### src/rtl/fetch_redirect_ctrl.sv
// Fetch-stage redirect controller: arbitrates restart/trap/branch redirects toward the PC
// register, parks a redirect while instruction memory is busy, and sequences boot and drain holds.
module fetch_redirect_ctrl #(
    parameter int BOOT_CYCLES  = 4,
    parameter int DRAIN_CYCLES = 3,
    parameter int ADDR_W       = 32
) (
    input  logic              clk,
    input  logic              rst_n,
    input  logic              flush_req,
    input  logic              trap_valid,
    input  logic [ADDR_W-1:0] trap_addr,
    input  logic              br_valid,
    input  logic [ADDR_W-1:0] br_addr,
    input  logic              hazard_stall,
    input  logic              imem_busy,
    output logic              pc_stall_n,
    output logic              pc_flush,
    output logic              pc_jump,
    output logic [ADDR_W-1:0] pc_jump_addr,
    output logic              misalign_err,
    output logic              if_id_flush,
    output logic              id_ex_flush,
    output logic              ex_mem_flush
);

    localparam int CNT_MAX = (BOOT_CYCLES > DRAIN_CYCLES) ? BOOT_CYCLES : DRAIN_CYCLES;
    localparam int CNT_W   = (CNT_MAX < 2) ? 1 : $clog2(CNT_MAX + 1);
    localparam logic [CNT_W-1:0] BOOT_LOAD  = CNT_W'(BOOT_CYCLES);
    localparam logic [CNT_W-1:0] DRAIN_LOAD = CNT_W'(DRAIN_CYCLES);

    typedef enum logic [1:0] {
        ST_BOOT,
        ST_RUN,
        ST_PEND,
        ST_DRAIN
    } state_t;

    state_t            state_reg, state_next;
    logic [CNT_W-1:0]  cnt_reg, cnt_next;
    logic [ADDR_W-1:0] pend_addr_reg, pend_addr_next;
    logic              pend_trap_reg, pend_trap_next;
    logic [ADDR_W-1:0] raw_target;
    logic              issue;

    always_ff @(posedge clk or negedge rst_n) begin
        if (!rst_n) begin
            state_reg     <= ST_BOOT;
            cnt_reg       <= BOOT_LOAD;
            pend_addr_reg <= '0;
            pend_trap_reg <= 1'b0;
        end else begin
            state_reg     <= state_next;
            cnt_reg       <= cnt_next;
            pend_addr_reg <= pend_addr_next;
            pend_trap_reg <= pend_trap_next;
        end
    end

    always_comb begin
        state_next     = state_reg;
        cnt_next       = cnt_reg;
        pend_addr_next = pend_addr_reg;
        pend_trap_next = pend_trap_reg;
        pc_stall_n     = 1'b0;
        pc_flush       = 1'b0;
        if_id_flush    = 1'b0;
        id_ex_flush    = 1'b0;
        ex_mem_flush   = 1'b0;
        issue          = 1'b0;
        raw_target     = '0;

        case (state_reg)
            ST_BOOT: begin
                if (cnt_reg == '0) begin
                    state_next = ST_RUN;
                end else begin
                    cnt_next = cnt_reg - CNT_W'(1);
                end
            end

            ST_RUN: begin
                pc_stall_n = !(hazard_stall || imem_busy);
                if (flush_req) begin
                    pc_flush     = 1'b1;
                    if_id_flush  = 1'b1;
                    id_ex_flush  = 1'b1;
                    ex_mem_flush = 1'b1;
                    cnt_next     = DRAIN_LOAD;
                    state_next   = ST_DRAIN;
                end else if (trap_valid || br_valid) begin
                    raw_target   = trap_valid ? trap_addr : br_addr;
                    if_id_flush  = 1'b1;
                    id_ex_flush  = 1'b1;
                    ex_mem_flush = trap_valid;
                    if (imem_busy) begin
                        pend_addr_next = raw_target;
                        pend_trap_next = trap_valid;
                        state_next     = ST_PEND;
                    end else begin
                        issue = 1'b1;
                    end
                end
            end

            ST_PEND: begin
                if_id_flush = 1'b1;
                if (flush_req) begin
                    pc_flush       = 1'b1;
                    id_ex_flush    = 1'b1;
                    ex_mem_flush   = 1'b1;
                    pend_addr_next = '0;
                    pend_trap_next = 1'b0;
                    cnt_next       = DRAIN_LOAD;
                    state_next     = ST_DRAIN;
                end else begin
                    // A late trap replaces whatever is parked and is issued directly if memory frees up now.
                    raw_target = trap_valid ? trap_addr : pend_addr_reg;
                    if (trap_valid) begin
                        id_ex_flush    = 1'b1;
                        ex_mem_flush   = 1'b1;
                        pend_addr_next = trap_addr;
                        pend_trap_next = 1'b1;
                    end
                    if (!imem_busy) begin
                        issue          = 1'b1;
                        pend_trap_next = 1'b0;
                        state_next     = ST_RUN;
                    end
                end
            end

            ST_DRAIN: begin
                if_id_flush  = 1'b1;
                id_ex_flush  = 1'b1;
                ex_mem_flush = 1'b1;
                if (flush_req) begin
                    pc_flush = 1'b1;
                    cnt_next = DRAIN_LOAD;
                end else if (cnt_reg == '0) begin
                    state_next = ST_RUN;
                end else begin
                    cnt_next = cnt_reg - CNT_W'(1);
                end
            end

            default: begin
                state_next = ST_BOOT;
                cnt_next   = BOOT_LOAD;
            end
        endcase
    end

    assign pc_jump      = issue;
    assign pc_jump_addr = issue ? {raw_target[ADDR_W-1:2], 2'b00} : '0;
    assign misalign_err = issue && (raw_target[1:0] != 2'b00);

endmodule

### config.mk
export PLATFORM = sky130hd
export DESIGN_NAME = fetch_redirect_ctrl
export DESIGN_NICKNAME = d
export VERILOG_FILES = /design/src/rtl/fetch_redirect_ctrl.sv
export SDC_FILE = /design/constraint.sdc
export NUM_CORES = 1
export LEC_CHECK = 0
export ABC_AREA = 1
export ABC_CLOCK_PERIOD_IN_PS = 1620
export CAP_MARGIN = 5
export CORE_MARGIN = 4
export CORE_UTILIZATION = 42
export CTS_CLUSTER_SIZE = 24
export DETAILED_ROUTE_END_ITERATION = 8
export PLACE_DENSITY = 0.87
export SYNTH_ARGS = -nofsm -noshare
export SYNTH_HDL_FRONTEND = slang
export SYNTH_SLANG_ARGS = --single-unit
### constraint.sdc
create_clock -name clk -period 1.62 [get_ports clk]
set_input_delay 0.162 -clock clk [delete_from_list [all_inputs] [get_ports clk]]
set_output_delay 0.162 -clock clk [all_outputs]
set_load 0.03 [all_outputs]
### Word level (Yosys, flattened, before mapping)

Cells that the tools add are included.

| storage, ports and cells | value |
|---|---|
| register bits after elaboration | 37 |
| output and inout port bits | 39 |

| operators by class | value |
|---|---|
| reduce and logical (&&, ||, !) cells | 13 |
| eq/ne operators | 11 |
| add/subtract/negate cells | 1 |
| mux-type cells | 40 |

Operator list:

| cell | number |
|---|---|
| $mux W32 | 9 |
| $pmux W32 S2 | 2 |
| $mux W2 | 7 |
| $mux W1 | 13 |
| $mux W3 | 3 |
| $ne A3 B3 Y1 const B | 3 |
| $pmux W3 S3 | 1 |
| $ne A2 B2 Y1 const B | 4 |
| $pmux W2 S4 | 1 |
| $reduce_and A4 Y1 | 2 |
| $pmux W1 S3 | 2 |
| $eq A2 B2 Y1 const B | 2 |
| $pmux W1 S2 | 2 |
| $reduce_bool A2 Y1 | 2 |
| $reduce_or A2 Y1 | 2 |
| $logic_not A3 Y1 | 1 |
| $reduce_or A3 Y1 | 1 |
| $sub A3 B1 Y3 const B | 1 |
| $eq A2 B1 Y1 const B | 1 |
| $logic_not A2 Y1 | 1 |
| $logic_or A1 B1 Y1 | 2 |
| $ne A2 B1 Y1 const B | 1 |
| $logic_and A1 B1 Y1 | 1 |
| $logic_not A1 Y1 | 1 |

### Logic depth before layout (Yosys ltp)

| logic depth | value |
|---|---|
| word-level depth | 6 |
| mapped depth | 10 |
| mapped depth without buffers | 9 |

### Worst setup path after synthesis

OpenSTA, ideal clock, no wires.

| timing path | value |
|---|---|
| path kind | flip-flop to output port |
| start point | register state_reg[1] |
| end point | output port pc_jump_addr[10] |
| arrival | 1.812 ns |
| buffers on the path | 1 |
| cell stages (with the launch flop) | 10 |
| path slack | -0.354 ns |
| cell sequence | dfrtp_1 -> inv_1 -> ha_1 -> inv_1 -> nor2_1 -> nand2_1 -> inv_1 -> buf_6 -> nand2_1 -> a21oi_1 |

| between the ends | value |
|---|---|
| cells in the longest elaborated chain, start to end | 3 |

Ends and longest elaborated chain:

| item | line | source |
|---|---|---|
| start, declared | 39 | `state_t state_reg, state_next;` |
| start signal, assigned | 53 | `state_reg <= state_next;` |
| $eq A2 B2 Y1 or $eq A2 B1 Y1 (tied branches) | 73 | `case (state_reg)` |
| $pmux W32 S2 or $pmux W1 S2 (tied branches) | 73 |  |
| $mux W32 * | 155 | `assign pc_jump_addr = issue ? {raw_target[ADDR_W-1:2], 2'b00} : '0;` |
| end, declared | 20 | `output logic [ADDR_W-1:0] pc_jump_addr,` |

Every way passes the cells marked *; elsewhere a longest branch is shown, timed or not.

### Worst setup path in the final report

| timing path | value |
|---|---|
| start point | register state_reg[1] |
| end point | output port pc_jump_addr[4] |

Same word-level chain as after synthesis.

==> flow_summary.ini <==
[power]
powerDensity_nw_per_um2 = 1198
clkPwrFrac = 0.086
cell_internal_pwr_mw = 3.625
comb_power_share = 0.683
switching_share = 0.4768
vdd_drop_max_mv = 0.6554
p_total_mw = 6.927
power_frac_seq = 0.231
p_switching_mw = 3.303
p_leak_nw = 2.927

[timing]
rsz0062_at_grt = true
final-setup-viol-count = 67
worst_slack_ns = -0.4265
slew_viol_final = 0
fin_crit_ns = 2.046
holdWs_ns = 0.3742
finalClockSkew_ns = 0.003513
fin_crit_sh = 1.263
hold_violations = 0
fmax_ghz = 0.4887
fin_setup_tns_ns = -16.48

[critical_path]
cpPeakStageDelay_ns = 0.40
critPathBufInv = 5
cp_common_cell = nand2_2
arrival_ns = 1.88
slowest_stage = dfrtp_1
start_kind = register
crit_type = register to output pin
crit_required_ns = 1.46
critPathMaxFanout = 7
crit_path_end_kind = output pin
crit_family = buffers and inverters
path_cells = inv_2 > ha_4 > inv_4 > nor2_4 > nand2_2 > clkinv_4 > clkbuf_16 > nand2_2 > a21oi_4 > buf_6

[place]
portBuffers = 107
gp_congestion = 0.9413
hpwl_mm = 7.824

[yosys]
syn_area_um2 = 3142
ys_ff_latch = 37
yosysSeqAreaShare = 0.2951
synth_edf_count = 0
synth_top_area_cell = nand2_1
synth_common_cells = 407 x nand2_1, 36 x dfrtp_1, 34 x a21oi_1, 18 x inv_1, 13 x buf_2
synth_area_leaders = nand2_1 49%, dfrtp_1 29%, a21oi_1 5.4%, ha_1 2.8%, inv_1 2.2%
synth.most_common_cell = nand2_1
ys.flop_type = dfrtp_1
synth_top_cell_area_share = 0.4863
async_reset_ff_frac = 1.000
synth.avg_cell_area_um2 = 5.541
ys_warn_count = 0
synth_cell_type_count = 23
syn_inst = 567

[clocking]
clk_pin_slew_ns = 0.07
cts_root_buf = clkbuf_8
cts_made_buffers = 5
clock_sinks = 37
htreeDepth = 2
cts.path.max_buffers = 2
clock_latency_ns = 0.29
cts_tree = built

[flow_run]
drv_cap = 0

[finish]
ff_latch_area_um2 = 928.4
fillCellCount = 463
layout-drive-gt1-share = 0.3079
multi_input_area_um2 = 2554
n_antenna_cell = 0
final_nets = 813
largest_reg_flops = 32
area_growth_pct = 83.99

[grt]
grt_max_degree = 33
grt_pass1_wl_mm = 18.20
gr-total-overflow = 0
grt_pass1_vias = 4154
antenna_found_initial = 0
grtUsageTotal = 0.2505

[outcome]
outcome = finished with violations
violations = setup timing

[detailed_routing]
drc = 0
wl_mm = 12.54
via_per_inst = 5.144
wl_per_cell_um = 15.05
antenna_left = 0
vias = 4285
drtPass1Iterations = 5
drt_iter0_markers = 306

[floorplan]
row_count = 31
ios = 110
start_util = 0.4332
die-height_um = 94.49
dieArea_um2 = 8928
core-area_um2 = 7253
die_x_um = 94.49

[hold_path]
min_path_type = input port to asynchronous set/reset pin
-- placed cells by master, fill, tap and decap left out, drive strengths merged --
cell type        n
clkinv           3
inv             19
nor2            12
ha               7
nand3            6
nand4            1
dfrtp           36
clkbuf           9
a21oi           35
dlygate4sd3      1
o21ai            6
a31oi            1
clkinvlp         1
dfstp            1
nand2          408
dlymetal6s2s     1
xor2             1
conb             2
buf            115
clkdlybuf4s50   68
nor3             1
-- layout make-up --
class	instances	area share
Clock inverter	1	0.0008658
Multi-Input combinational cell	480	0.4418
Clock buffer	5	0.01190
Inverter	20	0.01905
Timing Repair inverter	2	0.004329
Timing Repair Buffer	189	0.3400
Tap cell	99	0.02143
Sequential cell	37	0.1606
-- what timing repair did --
item                       4_1_cts  5_1_grt
hold buffers                     1        0
hold endpoints to repair        17        0
resized for setup               52       65
pin swaps                        1       22
setup endpoints to repair       67       71
gates cloned                     1        6
setup buffers                    2       16
-- cell families after synthesis --
group                    synth area share
XOR/XNOR                         0.002788
flip-flops                         0.2951
other                            0.001194
AND/OR/NAND/NOR                    0.5157
buffers and inverters             0.08642
AO/OA/AOI/OAI                     0.07089
adder cells (fa/ha/maj)           0.02788
-- power groups by stage --
stage               clock network [mW]  logic (mW)  registers [mW]
detailed placement                   0        3.69            1.60
CTS                              0.582        3.96            1.59
floorplan                            0        2.63            1.55
finish                           0.596        4.73            1.60
global route                     0.643        5.14            1.64
global placement                     0        3.54            1.58
-- path summary, 6_finish.rpt --
kind                                        start  cells past startpoint                 to  slack, ns
worst min-delay path                        rst_n                      2   pend_addr_reg[7]       0.37
worst max register to register       state_reg[0]                     10  pend_addr_reg[21]      -0.16
worst max-delay path                 state_reg[1]                     10    pc_jump_addr[4]      -0.43
max in group asynchronous                   rst_n                      3  pend_addr_reg[22]       0.67
min in group clk                pend_addr_reg[16]                      2  pend_addr_reg[16]       0.47
worst min register to register  pend_addr_reg[16]                      2  pend_addr_reg[16]       0.47
-- worst reg2reg max path, delay by kind of cell (launching register included) --
| family | cells | cell delay [ns] |
|---|---|---|
| simple gates | 4 | 0.29 |
| fa+ha+maj | 1 | 0.16 |
| compound gates | 1 | 0.20 |
| buf+inv | 4 | 0.58 |
| flops | 1 | 0.44 |
-- metrics by stage --
stage / utilization / area (um2) / cells / worst slack, ns
3_3_place_gp: 0.6923 / 5021 / 802 / -0.2267
3_5_place_dp: 0.6923 / 5021 / 802 / -0.3244
4_1_cts: 0.7323 / 5311 / 812 / -0.3946
5_1_grt: 0.7970 / 5781 / 833 / -0.5082
2_1_floorplan: - / 3630 / 568 / -0.05838
6_report: 0.7970 / 5781 / 833 / -0.4265
-- per-layer routing --
metal,track usage,up-vias,share of wire
li1,-,2058,-
met1,0.2817,1981,0.37
met2,0.4911,200,0.52
met3,0.03745,46,0.078
met4,0.05769,0,0.033
met5,0,-,0
Power figures use the tool's default switching activity.
